==> src/rtl/mips_program_loader.sv <==
// Boot-time loader: assembles a big-endian byte stream into 32-bit words and writes them into
// instruction memory, holding the CPU in reset until done. Define LOADER_CHECKSUM_EN for a trailing XOR checksum byte.
module mips_program_loader #(
  parameter int unsigned MEMORY_DEPTH = 32,
  parameter logic [31:0] BASE_ADDR    = 32'h0040_0000
) (
  input  logic        clk,
  input  logic        reset,
  input  logic [7:0]  ByteIn,
  input  logic        ByteValid,
  output logic        ByteReady,
  output logic        ImemWrite,
  output logic [31:0] ImemAddr,
  output logic [31:0] ImemData,
  output logic        CpuReset,
  output logic        Done,
  output logic        Error
);

  typedef enum logic [2:0] {
    S_HDR0  = 3'd0,
    S_HDR1  = 3'd1,
    S_DATA  = 3'd2,
    S_WRITE = 3'd3,
`ifdef LOADER_CHECKSUM_EN
    S_CHK   = 3'd4,
`endif
    S_DONE  = 3'd5,
    S_ERR   = 3'd6
  } state_t;

  // State entered once the image body has been written (or is empty).
`ifdef LOADER_CHECKSUM_EN
  localparam state_t S_FIN = S_CHK;
`else
  localparam state_t S_FIN = S_DONE;
`endif

  localparam logic [31:0] DEPTH_W = 32'(MEMORY_DEPTH);

  state_t      state_r;
  logic [15:0] count_r;
  logic [15:0] index_r;
  logic [1:0]  byte_cnt_r;
  logic [31:0] word_r;
  logic [15:0] hdr_count_s;
  logic        byte_xfer_s;

`ifdef LOADER_CHECKSUM_EN
  logic [7:0]  chk_r;

  function automatic logic [7:0] chk_fold(input logic [7:0] acc, input logic [7:0] data);
    return acc ^ data;
  endfunction
`endif

  assign hdr_count_s = {count_r[15:8], ByteIn};
  assign byte_xfer_s = ByteValid && ByteReady;
  assign ImemAddr    = BASE_ADDR + {14'd0, index_r, 2'b00};
  assign ImemData    = word_r;

  // Status and handshake outputs decoded from the state register.
  always_comb begin
    ByteReady = 1'b0;
    ImemWrite = 1'b0;
    CpuReset  = 1'b1;
    Done      = 1'b0;
    Error     = 1'b0;
    case (state_r)
      S_HDR0, S_HDR1, S_DATA: ByteReady = 1'b1;
`ifdef LOADER_CHECKSUM_EN
      S_CHK:                  ByteReady = 1'b1;
`endif
      S_WRITE:                ImemWrite = 1'b1;
      S_DONE: begin
        CpuReset = 1'b0;
        Done     = 1'b1;
      end
      S_ERR:                  Error = 1'b1;
      default:                ByteReady = 1'b0;
    endcase
  end

  // Loader FSM with header, word-assembly and checksum datapath.
  always_ff @(posedge clk) begin
    if (reset) begin
      state_r    <= S_HDR0;
      count_r    <= 16'd0;
      index_r    <= 16'd0;
      byte_cnt_r <= 2'd0;
      word_r     <= 32'd0;
`ifdef LOADER_CHECKSUM_EN
      chk_r      <= 8'd0;
`endif
    end else begin
      case (state_r)
        S_HDR0: begin
          if (byte_xfer_s) begin
            count_r[15:8] <= ByteIn;
            state_r       <= S_HDR1;
          end
        end
        S_HDR1: begin
          if (byte_xfer_s) begin
            count_r[7:0] <= ByteIn;
            index_r      <= 16'd0;
            byte_cnt_r   <= 2'd0;
            if (hdr_count_s == 16'd0) begin
              state_r <= S_FIN;
            end else if (32'(hdr_count_s) > DEPTH_W) begin
              state_r <= S_ERR;
            end else begin
              state_r <= S_DATA;
            end
          end
        end
        S_DATA: begin
          if (byte_xfer_s) begin
            word_r     <= {word_r[23:0], ByteIn};
            byte_cnt_r <= byte_cnt_r + 2'd1;
`ifdef LOADER_CHECKSUM_EN
            chk_r      <= chk_fold(chk_r, ByteIn);
`endif
            if (byte_cnt_r == 2'd3) begin
              state_r <= S_WRITE;
            end
          end
        end
        S_WRITE: begin
          // count_r is at least 1 here, so index_r + 1 cannot overflow past it.
          if ((index_r + 16'd1) < count_r) begin
            index_r <= index_r + 16'd1;
            state_r <= S_DATA;
          end else begin
            state_r <= S_FIN;
          end
        end
`ifdef LOADER_CHECKSUM_EN
        S_CHK: begin
          if (byte_xfer_s) begin
            state_r <= (ByteIn == chk_r) ? S_DONE : S_ERR;
          end
        end
`endif
        S_DONE:  state_r <= S_DONE;
        S_ERR:   state_r <= S_ERR;
        default: state_r <= S_ERR;
      endcase
    end
  end

endmodule

==> config.mk <==
export PLATFORM = sky130hd
export DESIGN_NAME = mips_program_loader
export DESIGN_NICKNAME = d
export VERILOG_FILES = /design/src/rtl/mips_program_loader.sv
export SDC_FILE = /design/constraint.sdc
export NUM_CORES = 1
export LEC_CHECK = 0
export ABC_AREA = 0
export CORE_UTILIZATION = 50
export CTS_CLUSTER_SIZE = 14
export DETAILED_ROUTE_END_ITERATION = 6
export GPL_TIMING_DRIVEN = 0
export HOLD_SLACK_MARGIN = 0.02
export PLACE_DENSITY = 0.8
export SLEW_MARGIN = 20
export SYNTH_ARGS = -nofsm -noshare
export SYNTH_HDL_FRONTEND = slang
export SYNTH_SLANG_ARGS = --single-unit
==> constraint.sdc <==
create_clock -name clk -period 4.5 [get_ports clk]
set_input_delay 0.9 -clock clk [delete_from_list [all_inputs] [get_ports clk]]
set_output_delay 0.9 -clock clk [all_outputs]
set_load 0.01 [all_outputs]
# Word level (Yosys, flattened, before mapping)
# Cells that the tools add are included.
[word_totals] register_bits=69 latch_bits=0 ramBits=0 rom_bits=0 in_bits=11 out_inout_bits=69 elab_cells=53 mem_count=0
[classes] n_addsub=3 mul=0 div_mod_pow=0 magnitude_cmp=2 eq_ne=11 shift=0 n_mux=19 bitwise=0 reduce_logical=12
[op_table] cell="2-to-1 mux 16 bit" n=2
[op_table] cell="one-hot mux 16 bit (2 select lines)" n=1
[op_table] cell="adder 23 x 18 -> 24 bit (first input constant)" n=1
[op_table] cell="2-to-1 mux 3 bit" n=7
[op_table] cell="adder 16 x 1 -> 16 bit (second input constant)" n=1
[op_table] cell="greater-than comparator 16 x 6 -> 1 bit (second input constant)" n=1
[op_table] cell="logical NOT 16 bit" n=1
[op_table] cell="< comparator 16 bit" n=1
[op_table] cell="one-hot mux 3 bit (5 select lines)" n=1
[op_table] cell="!= test 2 bit (second input constant)" n=5
[op_table] cell="equality test 3 x 2 -> 1 bit (second input constant)" n=2
[op_table] cell="equality test 3 bit (second input constant)" n=2
[op_table] cell="AND reduction 2 bit" n=3
[op_table] cell="AND reduction 3 bit" n=2
[op_table] cell="2-to-1 mux 1 bit" n=5
[op_table] cell="2-to-1 mux 2 bit" n=2
[op_table] cell="one-hot mux 2 bit (2 select lines)" n=1
[op_table] cell="AND reduction 4 bit" n=1
[op_table] cell="nonzero test 2 bit" n=2
[op_table] cell="equality test 3 x 1 -> 1 bit (second input constant)" n=1
[op_table] cell="logical NOT 3 bit" n=1
[op_table] cell="OR reduction 3 bit" n=1
[op_table] cell="adder 2 x 1 -> 2 bit (second input constant)" n=1
[op_table] cell="equality test 2 bit (second input constant)" n=1
[op_table] cell="logical AND 1 bit" n=1

# Depth between registers and ports, before layout
[depth] depth_word=6 depth_mapped=13 depth_no_buf=10

# Worst setup path after synthesis
# OpenSTA, ideal clock, no wires.
[synth_timing] path_type="reg-to-reg" startpoint="register index_r[2]" endpoint="register index_r[6]" setup_ps=74 arrival_time_ps=3243 required_ps=4426 path_slack_ps=1183 stages_incl_launch_ff=14 path_buffers=3 synth_period_minus_slack_ps=3317 path_cell_list="dfxtp_1 and4_1 clkbuf_1 and4b_1 clkbuf_1 nand3_1 xnor2_1 ha_1 nand4_1 or3_1 o22a_1 a311o_1 buf_6 a31oi_2"
[synth_via] elab_chain_cells=4 elab_cells_between_ends=6 cone_classes="add/sub (1); order compare (1); eq/ne (1); mux (2); reduce/logical (1)"
[synth_lines] element="start: declaration" line_no="43" source="logic [15:0] index_r;"
[synth_lines] element="start signal: assignment" line_no="132" source="index_r <= index_r + 16'd1;"
[synth_lines] element="adder 16 x 1 -> 16 bit (*)" line_no="131, 132"
[synth_lines] element="< comparator 16 bit" line_no="131" source="if ((index_r + 16'd1) < count_r) begin"
[synth_lines] element="!= test 2 bit (no source line)"
[synth_lines] element="AND reduction 3 bit (no source line)"
# Mark *: on every way between the ends. The rest lies on a longest branch, timed or not. The select of a mux whose other input is x is not followed.
# A chain may end at the register's enable or synchronous reset.

# Worst setup path after layout
[layout_timing] startpoint="register index_r[2]" endpoint="register index_r[7]"
# Same word-level chain as after synthesis.

==> impl_summary.txt <==
----------------------------------------------------
[Run status]
  Run status ... finished clean

[Global routing]
  Met1 Usage GRT ... 0.356
  Global Route Usage Sum ... 0.253
  Fraction of met2 tracks used by global routing ... 0.391
  Maximum number of pins on one net before global-route repair ... 15
  Number of antenna violations at the first check in global routing ... 0
  GRT Residual Overflow ... 0
  Wire length of the first global-routing pass ... 14500 um
  Via count of the first global-routing pass ... 2955
  Met3 track demand over resource ... 0.0486
  Most congested layer reported by global routing ... met2

[Placement]
  Worst slack after detailed placement ... 734 ps
  Placed Cells incl. Taps ... 602
  HPWL after detailed placement ... roughly 6500 um
  Final weighted congestion of routability-driven global placement ... 0.889
  Port-buffer cells ... 62

[STA]
  Crit path time final ... approximately 4000 ps
  Total negative setup slack ... 0 ps
  Slack of the critical path ... around 600 ps
  Clk_skew ... between 8 and 9 ps
  Final count of pins violating max slew ... 0
  Unrepaired setup endpoints after global routing ... no
  Final period utilization ... 0.865
  Worst-Margin Slew ... 727 ps
  Maximum operating frequency ... 0.257 GHz
  Count of endpoints failing hold in the final timing report ... 0
  Endpoints failing setup ... 0
  Worst relative slew slack ... 0.511

[CTS]
  Clk Latency, worst-skew pair ... 350 ps
  CTS max path bufs ... 2
  Clock edge transition at the registers on the reported setup and hold paths ... 80 ps
  H-tree levels ... 3
  Number of sinks handled by clock tree synthesis ... 69
  Number of gates given a new drive strength after cts ... 0
  CTS root buffer ... sky130_fd_sc_hd__clkbuf_8
  Number of hold buffers added after cts ... 0
  Post-CTS setup repair buffer count ... 0
  Clock buffer count from CTS ... 9
  Clock tree from TritonCTS ... yes

[Drt]
  Total wirelength of the detailed-routed design ... 8960 um
  Number of vias after detailed routing ... about 3400
  Drt wl/cell ... ~14 um
  DRC violations left ... 0
  Count of nets left with antenna violations after detail routing ... 0
  First-iteration detailed-routing DRC count ... 259
  Vias per cell ... about 5.5
  TritonRoute pass-1 iters ... 5

[Floorplanning]
  Height of the chip ... approximately 85 um
  Die Outline Area ... 7280 um^2
  Core Box Area ... 6530 um^2
  Horiz. Die Dim ... around 85 um
  I/O pin count ... 80
  Placement row count ... 29
  Starting density of the core ... 0.531

[Synth]
  Most common flop cell mapped by yosys ... sky130_fd_sc_hd__dfxtp_1
  Number of register bits inferred by synthesis ... 69
  Portion of synthesized cell area occupied by the leading cell type ... 0.398
  Summed instance area of the synthesized netlist ... 3470 um^2
  Synth warnings ... 0
  Count of unique library cells instantiated by Yosys ... 42
  Asr flop ratio synth ... 0
  Seq/Total Area, Yosys ... 0.398
  Post-synth EDFFs ... 0
  Area leader, netlist ... sky130_fd_sc_hd__dfxtp_1
  Post-synthesis average cell area ... approximately 7.7 um^2
  Mapped Cells ... 449
  Cell types occupying the most area after synthesis ... sky130_fd_sc_hd__dfxtp_1 40%, sky130_fd_sc_hd__nand2_1 12%, sky130_fd_sc_hd__a21oi_1 9.4%

[Setup path]
  Critical path launch point type ... flop
  Required time at the endpoint of the critical path ... 4780 ps
  Critical path class ... flop to flop
  Critical Path AT ... approximately 4200 ps
  Maximum fanout count along the critical path ... 10
  Type of destination of the critical path ... flop

[Finish]
  Post-route insts no fill ... a little over 600
  Number of inserted diodes ... 0
  Area growth, synth to finish ... 28.7%
  Final Core Density ... 0.684
  Fin nets ... 564
  Proportion of layout cells with a drive suffix above 1 ... 0.0702

[Power and ir drop]
  Power density cells ... 326 nW/um^2
  Leakage power ... approximately 1.7 nW
  Largest vdd supply drop ... 0.000234 V

[Min path]
  Worst hold path class ... flop to flop

[Job]
  Max-cap violations ... 0

----------------------------------------------------
-- cell type report --
| type | count | area, um^2 |
|---|---|---|
| clock inverters | 7 | 104 |
| multi-input cells | 331 | 1840 |
| well taps | 77 | 96.3 |
| repair buffers | 62 | 621 |
| fillers | 542 | 2060 |
| flip-flops and latches | 69 | 1380 |
| clock buffers | 9 | 124 |
| plain buffers | 38 | 210 |
| inverters | 25 | 93.8 |
-- per-layer routing --
metal	share of wire	vias up	routed length, um
met3	0.067	11	602
met5	0	-	0
li1	-	1680	-
met4	0.011	0	96
met1	0.47	1574	4220
met2	0.45	127	4040
-- sequential cells by signal, summed over array words and instances, names as in the netlist --
register    cells
ImemData       32
count_r        16
byte_cnt_r      2
state_r         3
index_r        16
-- logic make-up after synthesis --
| family | share of synthesized area |
|---|---|
| AO/OA/AOI/OAI | 0.187 |
| multiplexers | 0.00324 |
| other | 0.00216 |
| XOR/XNOR | 0.0379 |
| flip-flops | 0.398 |
| AND/OR/NAND/NOR | 0.223 |
| buffers and inverters | 0.0876 |
| adder cells (fa/ha/maj) | 0.0613 |
-- worst paths after layout --
kind	startpoint	end	slack [ps]	cells past startpoint
hold reg to reg	count_r[2]	count_r[2]	460	2
setup reg to reg	index_r[2]	index_r[7]	610	13
setup / recovery	index_r[2]	index_r[7]	610	13
hold / removal	count_r[2]	count_r[2]	460	2
-- worst max-delay path, cell delays in order (launching register included) --
cell                       delay, ps
sky130_fd_sc_hd__dfxtp_1         500
sky130_fd_sc_hd__and4_1          240
sky130_fd_sc_hd__clkbuf_1        250
sky130_fd_sc_hd__and4b_1         230
sky130_fd_sc_hd__clkbuf_1        230
sky130_fd_sc_hd__nand3_1         150
sky130_fd_sc_hd__xnor2_1         170
sky130_fd_sc_hd__ha_1            330
sky130_fd_sc_hd__nand4_1         230
sky130_fd_sc_hd__or3_1           470
sky130_fd_sc_hd__o22a_1          240
sky130_fd_sc_hd__a311o_1         450
sky130_fd_sc_hd__buf_6           180
sky130_fd_sc_hd__a31oi_2         140
-- through the flow --
| step | cell area, um^2 | total power [mW] | hold WS [ps] |
|---|---|---|---|
| after floorplan | 3520 | 0.801 | 434 |
| after global placement | 4240 | 0.864 | 444 |
| after detailed placement | 4240 | 0.871 | 449 |
| after CTS | 4470 | 1.45 | 460 |
| after global routing | 4470 | 1.51 | 475 |
| final | 4470 | 1.46 | 462 |
-- cell usage after synthesis, drive strengths merged, types with 3 or more instances --
| library cell | instances |
|---|---|
| a21oi | 65 |
| a31oi | 10 |
| a41oi | 4 |
| and3 | 3 |
| buf | 17 |
| clkbuf | 21 |
| dfxtp | 69 |
| ha | 17 |
| inv | 25 |
| nand2 | 114 |
| nand2b | 4 |
| nand3 | 10 |
| nand4 | 11 |
| nor2 | 17 |
| nor4 | 4 |
| o21a | 5 |
| o21ai | 3 |
| o2bb2ai | 5 |
| or3 | 4 |
| xnor2 | 12 |
| xor2 | 3 |
-- layout by cell type (no fill, tap or decap), drive strengths merged, types with 2 or more instances in the layout --
| master | n |
|---|---|
| dfxtp | 69 |
| o311ai | 2 |
| nor2 | 17 |
| nand2 | 114 |
| nand4 | 11 |
| nor4 | 4 |
| o21ai | 3 |
| o22ai | 2 |
| xor2 | 3 |
| clkdlybuf4s50 | 62 |
| bufinv | 2 |
| xnor2 | 12 |
| or3 | 4 |
| o21a | 5 |
| a21oi | 65 |
| a311o | 2 |
| or4 | 2 |
| a41oi | 4 |
| nand3 | 10 |
| clkbuf | 30 |
| and3 | 3 |
| a31oi | 10 |
| ha | 17 |
| nand2b | 4 |
| conb | 16 |
| buf | 17 |
| inv | 29 |
| and2 | 2 |
| nor3 | 2 |
| o2bb2ai | 5 |
-- where the power goes --
group          leakage [nW]  internal, mW  switching, mW
clock                 0.115         0.321          0.275
combinational         0.979        0.0775          0.140
sequential            0.558         0.629         0.0154
Power figures use the tool's default switching activity.
